File: src/rtl/progetto_labdig_if.sv
// REG_BUS: simple valid/ready register bus; `in` is the slave side, `out` the master side.
interface REG_BUS #(
    parameter int ADDR_WIDTH = 2,
    parameter int DATA_WIDTH = 32
);
    logic [ADDR_WIDTH-1:0]   addr;
    logic                    write;
    logic [DATA_WIDTH-1:0]   wdata;
    logic [DATA_WIDTH/8-1:0] wstrb;
    logic                    valid;
    logic [DATA_WIDTH-1:0]   rdata;
    logic                    error;
    logic                    ready;
    modport in  (input addr, write, wdata, wstrb, valid, output rdata, error, ready);
    modport out (output addr, write, wdata, wstrb, valid, input rdata, error, ready);
endinterface

File: src/rtl/progetto_labdig.sv
// progetto_labdig: bit-flip rate monitor with interval interrupt and 4-word REG_BUS status slave.
// Optional LABDIG_IRQ_W1C_EN: write 1 to bit 0 of addr 0 clears the interrupt.
module progetto_labdig #(
    parameter int CYCLE_LIM     = 100,
    parameter int IN_DATA_WIDTH = 100
) (
    input  logic                     clk_i,
    input  logic                     rst_i,
    input  logic [IN_DATA_WIDTH-1:0] scrub_i,
    REG_BUS.in                       bus_if,
    output logic                     interr_o
);
    localparam int PW = $clog2(IN_DATA_WIDTH + 1);
    logic [PW-1:0] pop;
    logic [31:0]   cnt_q;
    logic [31:0]   cyclesxbf_q;
    logic [PW-1:0] bfdensity_q;
    logic          seen_q;
    logic          interr_q;
    logic          ev;
    logic          multi;
    logic          eval;
    logic          clr;
    always_comb begin
        pop = '0;
        for (int i = 0; i < IN_DATA_WIDTH; i++) pop = pop + PW'(scrub_i[i]);
    end
    assign ev    = pop != '0;
    assign multi = pop > PW'(1);
    // an event re-evaluates the interrupt only when it defines an interval
    assign eval  = ev && (multi || seen_q);
`ifdef LABDIG_IRQ_W1C_EN
    logic unused_bus;
    assign clr = bus_if.valid && bus_if.write && bus_if.addr == 2'd0 && bus_if.wstrb[0] && bus_if.wdata[0];
    assign unused_bus = ^{bus_if.wdata[31:1], bus_if.wstrb[3:1]};
`else
    logic unused_bus;
    assign clr = 1'b0;
    assign unused_bus = ^{bus_if.write, bus_if.wdata, bus_if.wstrb};
`endif
    always_ff @(posedge clk_i or posedge rst_i) begin
        if (rst_i) begin
            cnt_q       <= '0;
            cyclesxbf_q <= '0;
            bfdensity_q <= '0;
            seen_q      <= 1'b0;
            interr_q    <= 1'b0;
        end else begin
            cnt_q <= ev ? 32'd1 : (&cnt_q ? cnt_q : cnt_q + 32'd1);
            if (ev) begin
                seen_q      <= 1'b1;
                bfdensity_q <= pop;
            end
            if (eval) begin
                cyclesxbf_q <= multi ? 32'd0 : cnt_q;
                interr_q    <= multi || cnt_q < 32'(CYCLE_LIM);
            end else if (clr) begin
                interr_q <= 1'b0;
            end
        end
    end
    assign interr_o     = interr_q;
    assign bus_if.ready = bus_if.valid;
    assign bus_if.error = 1'b0;
    assign bus_if.rdata = !bus_if.valid       ? 32'd0 :
                          bus_if.addr == 2'd0 ? {31'b0, interr_q} :
                          bus_if.addr == 2'd1 ? cyclesxbf_q :
                          bus_if.addr == 2'd2 ? 32'(bfdensity_q) : 32'd0;
endmodule

File: src/flat_wrapper.sv
// flat-port wrapper written by rule: the top's interface ports become plain ports
module progetto_labdig_flat 
#(
    parameter int CYCLE_LIM     = 100,
    parameter int IN_DATA_WIDTH = 100
)
  (clk_i, rst_i, scrub_i, interr_o, bus_if_addr, bus_if_write, bus_if_wdata, bus_if_wstrb, bus_if_valid, bus_if_rdata, bus_if_error, bus_if_ready);
  REG_BUS bus_if_i ();
  input  logic clk_i;
  input  logic rst_i;
  input  logic [IN_DATA_WIDTH-1:0] scrub_i;
  output logic interr_o;
  input wire logic [$bits(bus_if_i.addr)-1:0] bus_if_addr;
  input wire logic [$bits(bus_if_i.write)-1:0] bus_if_write;
  input wire logic [$bits(bus_if_i.wdata)-1:0] bus_if_wdata;
  input wire logic [$bits(bus_if_i.wstrb)-1:0] bus_if_wstrb;
  input wire logic [$bits(bus_if_i.valid)-1:0] bus_if_valid;
  output wire logic [$bits(bus_if_i.rdata)-1:0] bus_if_rdata;
  output wire logic [$bits(bus_if_i.error)-1:0] bus_if_error;
  output wire logic [$bits(bus_if_i.ready)-1:0] bus_if_ready;
  assign bus_if_i.addr = bus_if_addr;
  assign bus_if_i.write = bus_if_write;
  assign bus_if_i.wdata = bus_if_wdata;
  assign bus_if_i.wstrb = bus_if_wstrb;
  assign bus_if_i.valid = bus_if_valid;
  assign bus_if_rdata = bus_if_i.rdata;
  assign bus_if_error = bus_if_i.error;
  assign bus_if_ready = bus_if_i.ready;
  progetto_labdig #(.CYCLE_LIM(CYCLE_LIM), .IN_DATA_WIDTH(IN_DATA_WIDTH)) u_core (.clk_i(clk_i), .rst_i(rst_i), .scrub_i(scrub_i), .bus_if(bus_if_i), .interr_o(interr_o));
endmodule
File: config.mk
export PLATFORM = sky130hd
export DESIGN_NAME = progetto_labdig_flat
export DESIGN_NICKNAME = d
export VERILOG_FILES = /design/src/rtl/progetto_labdig_if.sv /design/src/rtl/progetto_labdig.sv /design/src/flat_wrapper.sv
export SDC_FILE = /design/constraint.sdc
export NUM_CORES = 1
export LEC_CHECK = 0
export BUFFER_PORTS_ARGS = -buffer_cell sky130_fd_sc_hd__buf_4
export CORE_MARGIN = 1
export CORE_UTILIZATION = 54
export DETAILED_ROUTE_END_ITERATION = 10
export GPL_ROUTABILITY_DRIVEN = 0
export GPL_TIMING_DRIVEN = 0
export PLACE_DENSITY = 0.82
export SYNTH_ARGS = -nofsm -noshare
export SYNTH_HDL_FRONTEND = slang
export SYNTH_SLANG_ARGS = --single-unit
File: constraint.sdc
create_clock -name clk_i -period 2.4 [get_ports clk_i]
set_input_delay 0.24 -clock clk_i [delete_from_list [all_inputs] [get_ports clk_i]]
set_output_delay 0.24 -clock clk_i [all_outputs]
set_load 0.1 [all_outputs]
* Yosys cells after proc, flatten, opt, wreduce, memory -nomap -nowiden *
Cells that the tools add are included.

word-level totals
  bits in registers = 73
  bits in latches = 0
  bits in writable memories = 0
  memory bits (read-only) = 0
  input port bits = 142
  output and inout port bits = 35
  memories kept = 0

cells by class
  add/sub/neg operators = 100
  multiply operators = 0
  div/mod/pow operators = 0
  order comparisons = 2
  equality and inequality tests = 3
  shift operators = 0
  multiplexer cells = 7
  bitwise operators = 0
  reductions and logical operators = 6

operators with widths
  kind                                                                             count
  7-bit by 1-bit adder with 7-bit output                                           98
  32-bit two-way mux                                                               6
  32-bit by 1-bit adder with 32-bit output, second input constant                  1
  32-bit by 7-bit < comparator with 1-bit output, second input constant            1
  32-bit AND reduction                                                             1
  7-bit by 1-bit greater-than comparator with 1-bit output, second input constant  1
  7-bit two-way mux                                                                1
  7-bit nonzero test                                                               1
  1-bit by 1-bit adder with 2-bit output                                           1
  2-bit by 1-bit == test with 1-bit output, second input constant                  1
  2-bit == test, second input constant                                             1
  2-bit zero test                                                                  1
  1-bit logical OR                                                                 2
  2-bit by 1-bit != test with 1-bit output, second input constant                  1
  1-bit logical AND                                                                1

* Depth between registers and ports, before layout *
Gate-level depths: netlist of run 1.

  word-level depth = 102
  gate-level depth with buffers = 27
  gate-level depth less buffers = 24

* Worst setup path after synthesis of run 1 *
OpenSTA, ideal clock, no wires.

  path kind = input port to flip-flop
  from = input port scrub_i[0]
  to = register u_core.seen_q
  library setup time = 0.131 ns
  data arrival time = 7.315 ns
  required time = 2.269 ns
  slack = -5.046 ns
  stages on the path = 23
  buffers on the path = 2
  cell sequence = ha_1 inv_1 fa_1 fa_1 fa_1 fa_1 fa_1 fa_1 fa_1 fa_1 fa_1 inv_1 fa_1 inv_1 fa_1 nand2b_1 a21o_1 a211oi_1 or4b_1 or2_1 clkbuf_1 buf_6 or3_1

on the way
  longest elaborated chain between the ends = 100

RTL lines
  what                                                  line                   text
  start: declaration                                    flat_wrapper.sv:11     input logic [IN_DATA_WIDTH-1:0] scrub_i;
  1-bit by 1-bit adder with 2-bit output                progetto_labdig.sv:26  for (int i = 0; i < IN_DATA_WIDTH; i++) pop = pop + PW'(scrub_i[i]);
  7-bit by 1-bit adder with 7-bit output (98 in a row)  progetto_labdig.sv:26
  7-bit nonzero test                                    progetto_labdig.sv:28  assign ev = pop != '0;
  end signal: assignment                                progetto_labdig.sv:46  seen_q <= 1'b0;
  end signal: assignment                                progetto_labdig.sv:51  seen_q <= 1'b1;
  end: declaration                                      progetto_labdig.sv:18  logic seen_q;

No other way between the ends.
A chain may end at the register's enable or synchronous reset.

* Worst setup path in the final report of run 1 *
  from = input port scrub_i[36]
  to = register u_core.seen_q

on the way
  longest elaborated chain between the ends = 65

RTL lines
  what                                                  line
  7-bit by 1-bit adder with 7-bit output (64 in a row)  progetto_labdig.sv:26
  7-bit nonzero test                                    progetto_labdig.sv:28

No other way between the ends.

==> results of run 1 <==
## per-layer routing
| metal | track usage [%] | share of wire [%] | vias to the layer above |
|---|---|---|---|
| met4 | 11.2 | 2.7 | 0 |
| met1 | 29.7 | 37 | 2645 |
| met2 | 48.0 | 54 | 267 |
| met3 | 5.08 | 6.9 | 42 |
| met5 | 0 | 0 | - |
| li1 | - | - | 2480 |
## worst max-delay path, stage by stage
cell and delay [ns]:
buf_6 0.07, inv_2 0.03, fa_1 0.53, inv_1 0.05
fa_1 0.51, inv_1 0.05, fa_1 0.51, inv_2 0.05
fa_1 0.48, inv_1 0.05, fa_1 0.52, fa_1 0.44
fa_1 0.49, fa_1 0.51, fa_1 0.40, inv_1 0.08
fa_2 0.20, inv_2 0.04, fa_2 0.34, nand2b_4 0.15
a21o_1 0.18, a211oi_2 0.21, or4b_4 0.49, or2_4 0.30
buf_8 0.15, or3_1 0.32
## synthesized netlist by cell type (2+ instances only)
| master | number |
|---|---|
| a21o_1 | 3 |
| a21oi_1 | 34 |
| a22oi_1 | 6 |
| a31o_2 | 2 |
| a31oi_1 | 3 |
| and2_1 | 6 |
| and3_1 | 32 |
| buf_2 | 7 |
| buf_4 | 2 |
| clkbuf_1 | 21 |
| dfrtp_1 | 73 |
| fa_1 | 88 |
| ha_1 | 21 |
| inv_1 | 145 |
| mux2i_1 | 2 |
| nand2_1 | 89 |
| nand2b_1 | 3 |
| nand3_1 | 11 |
| nand4_1 | 13 |
| nor2_1 | 9 |
| nor2b_1 | 9 |
| nor3_1 | 39 |
| nor4_1 | 10 |
| nor4b_1 | 4 |
| o21ai_0 | 2 |
| o31ai_1 | 3 |
| or3_1 | 3 |
| xnor2_1 | 14 |
| xor2_1 | 17 |
## registers in the layout, summed over array words and instances (netlist names)
signal / count
u_core.bfdensity_q: 7
u_core.cnt_q: 32
u_core.cyclesxbf_q: 32
u_core.interr_o: 1
u_core.seen_q: 1
## cells by family (layout without fill, tap and decap cells)
| kind of cell | Yosys count | after routing | synth area share (%) |
|---|---|---|---|
| compound gates | 62 | 62 | 6.01 |
| fa+ha+maj | 109 | 109 | 31.7 |
| simple gates | 234 | 234 | 18.4 |
| flops | 73 | 73 | 28.6 |
| other cells | 1 | 1 | 0.0587 |
| buf+inv | 176 | 337 | 10.7 |
| xor+xnor | 31 | 31 | 4.25 |
| mux | 2 | 2 | 0.313 |
## worst max path at each step
stage / start / endpoint / slack, ns / depth (start not counted)
2_1_floorplan: scrub_i[84] / u_core.seen_q$_DFFE_PP0N_ / -4.80 / 26
3_3_place_gp: scrub_i[84] / u_core.seen_q$_DFFE_PP0N_ / -5.21 / 27
3_5_place_dp: scrub_i[84] / u_core.seen_q$_DFFE_PP0N_ / -5.32 / 27
4_1_cts: scrub_i[36] / u_core.seen_q$_DFFE_PP0N_ / -4.85 / 26
5_1_grt: scrub_i[36] / u_core.bfdensity_q[1]$_DFFE_PP0N_ / -4.97 / 26
6_report: scrub_i[36] / u_core.seen_q$_DFFE_PP0N_ / -4.80 / 26
## cell usage in the layout, fill, tap and decap left out, drive strengths merged, types with 2 or more instances in the layout
| cell type | Yosys | final |
|---|---|---|
| o31ai | 3 | 3 |
| inv | 145 | 145 |
| a31oi | 3 | 3 |
| nand3 | 11 | 11 |
| mux2i | 2 | 2 |
| fa | 88 | 88 |
| a21o | 3 | 3 |
| nor2 | 9 | 9 |
| nor4 | 10 | 10 |
| dfrtp | 73 | 73 |
| buf | 10 | 154 |
| or3 | 3 | 3 |
| nor3 | 39 | 39 |
| a22oi | 6 | 6 |
| nand2b | 3 | 3 |
| nand4 | 13 | 13 |
| xor2 | 17 | 17 |
| o21ai | 3 | 3 |
| and3 | 32 | 32 |
| clkbuf | 21 | 33 |
| nor2b | 9 | 9 |
| and2 | 6 | 6 |
| a31o | 2 | 2 |
| xnor2 | 14 | 14 |
| nor4b | 4 | 4 |
| a21oi | 35 | 35 |
| nand2 | 89 | 89 |
| clkinvlp | 0 | 3 |
| ha | 21 | 21 |
## repair_timing
item                                   CTS  global route
buffers inserted                         3             3
gates resized for setup                 31            42
gates cloned                             2             1
endpoints found under the hold margin    0             0
setup endpoints to repair               73            73
pin swaps                                4             9
## through the flow
| stage | instances | setup slack (ns) | hold slack, ns | setup TNS, ns | util, % |
|---|---|---|---|---|---|
| 2_1_floorplan | 688 | -4.80 | 0.450 | -339.19 | - |
| 3_3_place_gp | 969 | -5.21 | 0.469 | -398.94 | 66.8 |
| 3_5_place_dp | 969 | -5.32 | 0.474 | -379.30 | 66.9 |
| 4_1_cts | 989 | -4.85 | 0.134 | -345.21 | 71.0 |
| 5_1_grt | 992 | -4.97 | 0.183 | -355.05 | 72.8 |
| 6_report | 992 | -4.80 | 0.101 | -341.25 | 72.8 |
## cell type report
type	count	share of cell area, %
buffer	30	2.17
clock buffer	12	3.07
clock inverter	4	0.330
inverter	145	6.55
multi-input combinational	439	49.9
sequential	73	21.9
tap	143	2.14
timing repair buffer	146	14.0
==> results.sh, run 1 <==
export IMPL_htree_num_levels=3
export IMPL_timing_slew_headroom_pct=35.1
export IMPL_die_width_um=111
export IMPL_syn_area_um2=6390
export IMPL_finalInstanceArea_um2=8350
export IMPL_multi_input_area_um2=4160
export IMPL_ys_seq_elements=73
export IMPL_synth_cell_types=46
export IMPL_synthFlopType="dfrtp_1"
export IMPL_placedInstanceArea_um2=7670
export IMPL_worst_slew_pin_slew_ns=0.964
export IMPL_crit_path_start_kind="primary input"
export IMPL_drtIter0Drc=417
export IMPL_synth_largest_area_cell="dfrtp_1"
export IMPL_ant_nets=0
export IMPL_overflow=0
export IMPL_dp_hpwl_mm=11.9
export IMPL_cts_root_buf="clkbuf_16"
export IMPL_syn_to_final_growth_pct=30.6
export IMPL_coreArea_um2=11500
export IMPL_ys_warn_count=0
export IMPL_cts_sinks=73
export IMPL_dieArea_um2=12300
export IMPL_synth_area_top_cells="dfrtp_1 (29%), fa_1 (28%), inv_1 (8.5%)"
export IMPL_fin_crit_sh_pct=300
export IMPL_clkSlewWorstSetupHoldPaths_ns=0.05
export IMPL_start_util_pct=55.7
export IMPL_routedWlPerCell_um=15.9
export IMPL_rsz0062_at_grt="true"
export IMPL_clock_latency_ns=0.33
export IMPL_r2r_start="u_core.cnt_q[12]$_DFFE_PP0P_"
export IMPL_min_period_ns=7.20
export IMPL_slew_violations=0
export IMPL_drive_gt1_share_pct=28.4
export IMPL_clock_path_buffers=2
export IMPL_endpoint_kind="flop"
export IMPL_grt_max_degree=74
export IMPL_criticalPathCategory="in -> reg"
export IMPL_syn_num_nets=939
export IMPL_reg2reg_to="u_core.cnt_q[26]$_DFFE_PP0P_"
export IMPL_track_usage_pct=26.2
export IMPL_antenna_diode_count=0
export IMPL_fin_ws_ns=-4.80
export IMPL_first_global_vias=5919
export IMPL_arrival_ns=7.40
export IMPL_cp_required_ns=2.60
export IMPL_dr_pass1_iters=5
export IMPL_worstHoldPathType="in -> async"
export IMPL_rows=39
export IMPL_synth_top_area_share_pct=28.6
export IMPL_synthCells=688
export IMPL_synthArstFlopShare_pct=100
export IMPL_antenna_found_initial=0
export IMPL_violations="negative setup slack"
export IMPL_grt_pass1_wl_mm=26.0
export IMPL_drt_total_wl_mm=15.8
export IMPL_die_h_um=111
export IMPL_cts_hold_buf=0
export IMPL_max_cap_violations=0
export IMPL_synth_avg_cell_area_um2=9.29
export IMPL_vias_per_cell=5.48
export IMPL_cts_made_buffers=9
export IMPL_path_max_fanout=6
export IMPL_route_detailed_drc=0
export IMPL_io_pins=177
export IMPL_fmax_ghz=0.139
export IMPL_cts_tree="done"
export IMPL_hold_violations=0
export IMPL_finClkSkew_ns=0.00894
export IMPL_fin_nets=1095
export IMPL_ys_seq_area_share_pct=28.6
export IMPL_status="finished, violations left"
export IMPL_reg2reg_depth=6
export IMPL_reg2reg_slack_ns=-0.26
export IMPL_vias=5434
export IMPL_port_buffers=138
export IMPL_synth_edf_count=0
export IMPL_n_fill_cell=775
export IMPL_setup_violations=73
export IMPL_seqCellArea_um2=1830
Power of run 1 is not shown: default switching activity piles up to over one toggle a cycle in this logic, so the estimate is an artifact.
==> inputs of run 2 (changes only) <==
CORE_ASPECT_RATIO = 0.75   (was unset)
==> run 2 against run 1 <==
The run ends with design-rule violations, negative setup slack left. Register-to-register slack improved by 0.02 ns. Core utilization about the same. First-iteration DRC count down 3.4%. Design area grew 0.85%. Global-route usage is 1.6 points higher. Die area is essentially flat. Worst hold slack better by 0.00077 ns.
==> results.sh, run 2 (same netlist as run 1, synthesis figures left out) <==
export IMPL_die_h_um=96.2
export IMPL_rows=34
export IMPL_max_stage_delay_ns=0.54
export IMPL_port_buffers=138
export IMPL_final_util_pct=72.8
export IMPL_criticalPathCategory="in -> reg"
export IMPL_route_detailed_drc=1
export IMPL_ant_nets=0
export IMPL_clock_path_buffers=2
export IMPL_cpMostUsedCell="fa_1"
export IMPL_arrival_ns=7.51
export IMPL_dieArea_um2=12300
export IMPL_worst_slew_pin_slew_ns=1.04
export IMPL_violations="design-rule violations, negative setup slack"
export IMPL_rsz0062_at_grt="true"
export IMPL_fmax_ghz=0.137
export IMPL_max_cap_violations=0
export IMPL_cts_made_buffers=9
export IMPL_hold_violations=0
export IMPL_htree_num_levels=3
export IMPL_top_regs="u_core.cnt_q: 32 flops, u_core.cyclesxbf_q: 32 flops, u_core.bfdensity_q: 7 flops"
export IMPL_routedWlPerCell_um=16.5
export IMPL_vias=5481
export IMPL_finClkSkew_ns=0.00435
export IMPL_cts_hold_buf=0
export IMPL_cts_tree="done"
export IMPL_clock_latency_ns=0.34
export IMPL_grt_pass1_wl_mm=26.4
export IMPL_clkSlewWorstSetupHoldPaths_ns=0.06
export IMPL_endpoint_kind="flop"
export IMPL_antenna_found_initial=0
export IMPL_overflow=0
export IMPL_min_period_ns=7.29
export IMPL_vias_per_cell=5.41
export IMPL_start_util_pct=55.2
export IMPL_path_max_fanout=8
export IMPL_coreArea_um2=11600
export IMPL_fin_nets=1097
export IMPL_fin_crit_sh_pct=304
export IMPL_drive_gt1_share_pct=28.4
export IMPL_slowest_stage="fa_1"
export IMPL_die_width_um=128
export IMPL_drtIter0Drc=403
export IMPL_crit_family="adder cells"
export IMPL_status="finished, violations left"
export IMPL_grt_max_degree=74
export IMPL_syn_to_final_growth_pct=31.7
export IMPL_final_cell_mix="buf_4 (146), inv_1 (139), nand2_1 (89)"
export IMPL_worstHoldPathType="in -> async"
export IMPL_cts_root_buf="clkbuf_16"
export IMPL_fin_ws_ns=-4.89
export IMPL_cts_sinks=73
export IMPL_timing_slew_headroom_pct=30.6
export IMPL_crit_path_start_kind="primary input"
export IMPL_io_pins=177
export IMPL_dp_hpwl_mm=12.5
export IMPL_layout_commonest_cell="buf_4"
export IMPL_slew_violations=0
export IMPL_drt_total_wl_mm=16.7
export IMPL_cp_required_ns=2.61
export IMPL_dr_pass1_iters=8
export IMPL_track_usage_pct=27.9
export IMPL_setup_violations=73
export IMPL_first_global_vias=5553
export IMPL_antenna_diode_count=0
export IMPL_cp_num_buf_inv=9
run 2: changes by cell type in the layout (fill, tap and decap cells not counted), sizes merged:
cell and change:
buf +3, clkbuf -3, clkinv +2, clkinvlp -2, inv +2, bufbuf -1
bufinv +1
run 2: area by class of cell:
cell class                      instances  area, µm²
Buffer                                 30        179
Clock buffer                            9        225
Clock inverter                          7       77.6
Fill cell                             796       3150
Inverter                              145        547
Multi-Input combinational cell        439       4210
Sequential cell                        73       1830
Tap cell                              162        203
Timing Repair Buffer                  148       1150
run 2: worst paths after layout:
kind | from | endpoint | slack, ns | cells after the start
hold / removal | rst_i | u_core.bfdensity_q[2]$_DFFE_PP0N_ | 0.10 | 2
min in group clk_i | u_core.cyclesxbf_q[17]$_DFFE_PP0P_ | u_core.cyclesxbf_q[17]$_DFFE_PP0P_ | 0.53 | 2
max in group asynchronous | rst_i | u_core.cnt_q[6]$_DFFE_PP0P_ | 1.72 | 2
setup reg to reg | u_core.cnt_q[4]$_DFFE_PP0P_ | u_core.cnt_q[30]$_DFFE_PP0P_ | -0.24 | 6
setup / recovery | scrub_i[88] | u_core.seen_q$_DFFE_PP0N_ | -4.89 | 26
hold reg to reg | u_core.cyclesxbf_q[17]$_DFFE_PP0P_ | u_core.cyclesxbf_q[17]$_DFFE_PP0P_ | 0.53 | 2
run 2: metrics by stage:
step	cells	worst slack [ns]	hold slack [ns]	cell area, µm²	TNS, ns
2_1_floorplan	688	-4.80	0.450	6450	-339.19
3_3_place_gp	988	-5.31	0.469	7690	-405.19
3_5_place_dp	988	-5.36	0.477	7690	-381.80
4_1_cts	1009	-4.86	0.132	8130	-347.06
5_1_grt	1013	-5.11	0.183	8420	-364.85
6_report	1013	-4.89	0.102	8420	-348.77
run 2: worst reg2reg max path, cell delays in order (launching register included):
cell and delay [ns]:
dfrtp_1 0.49, nand4_1 0.21, or4_1 0.52, a311oi_2 0.66, nand3_1 0.23, xor2_1 0.31, nor3_4 0.07
run 2: repair_timing:
item,CTS,global route
setup buffers,6,3
gates resized for setup,20,55
setup endpoints to repair,73,73
pin swaps,8,8
cloned,0,1
run 2: routing by layer:
metal / track usage [%] / share of wire (%)
met1: 36.9 / 41
met2: 48.8 / 50
met5: 0 / 0
met4: 6.47 / 2.0
met3: 4.45 / 6.8
Power of run 2 is left out for the same reason.
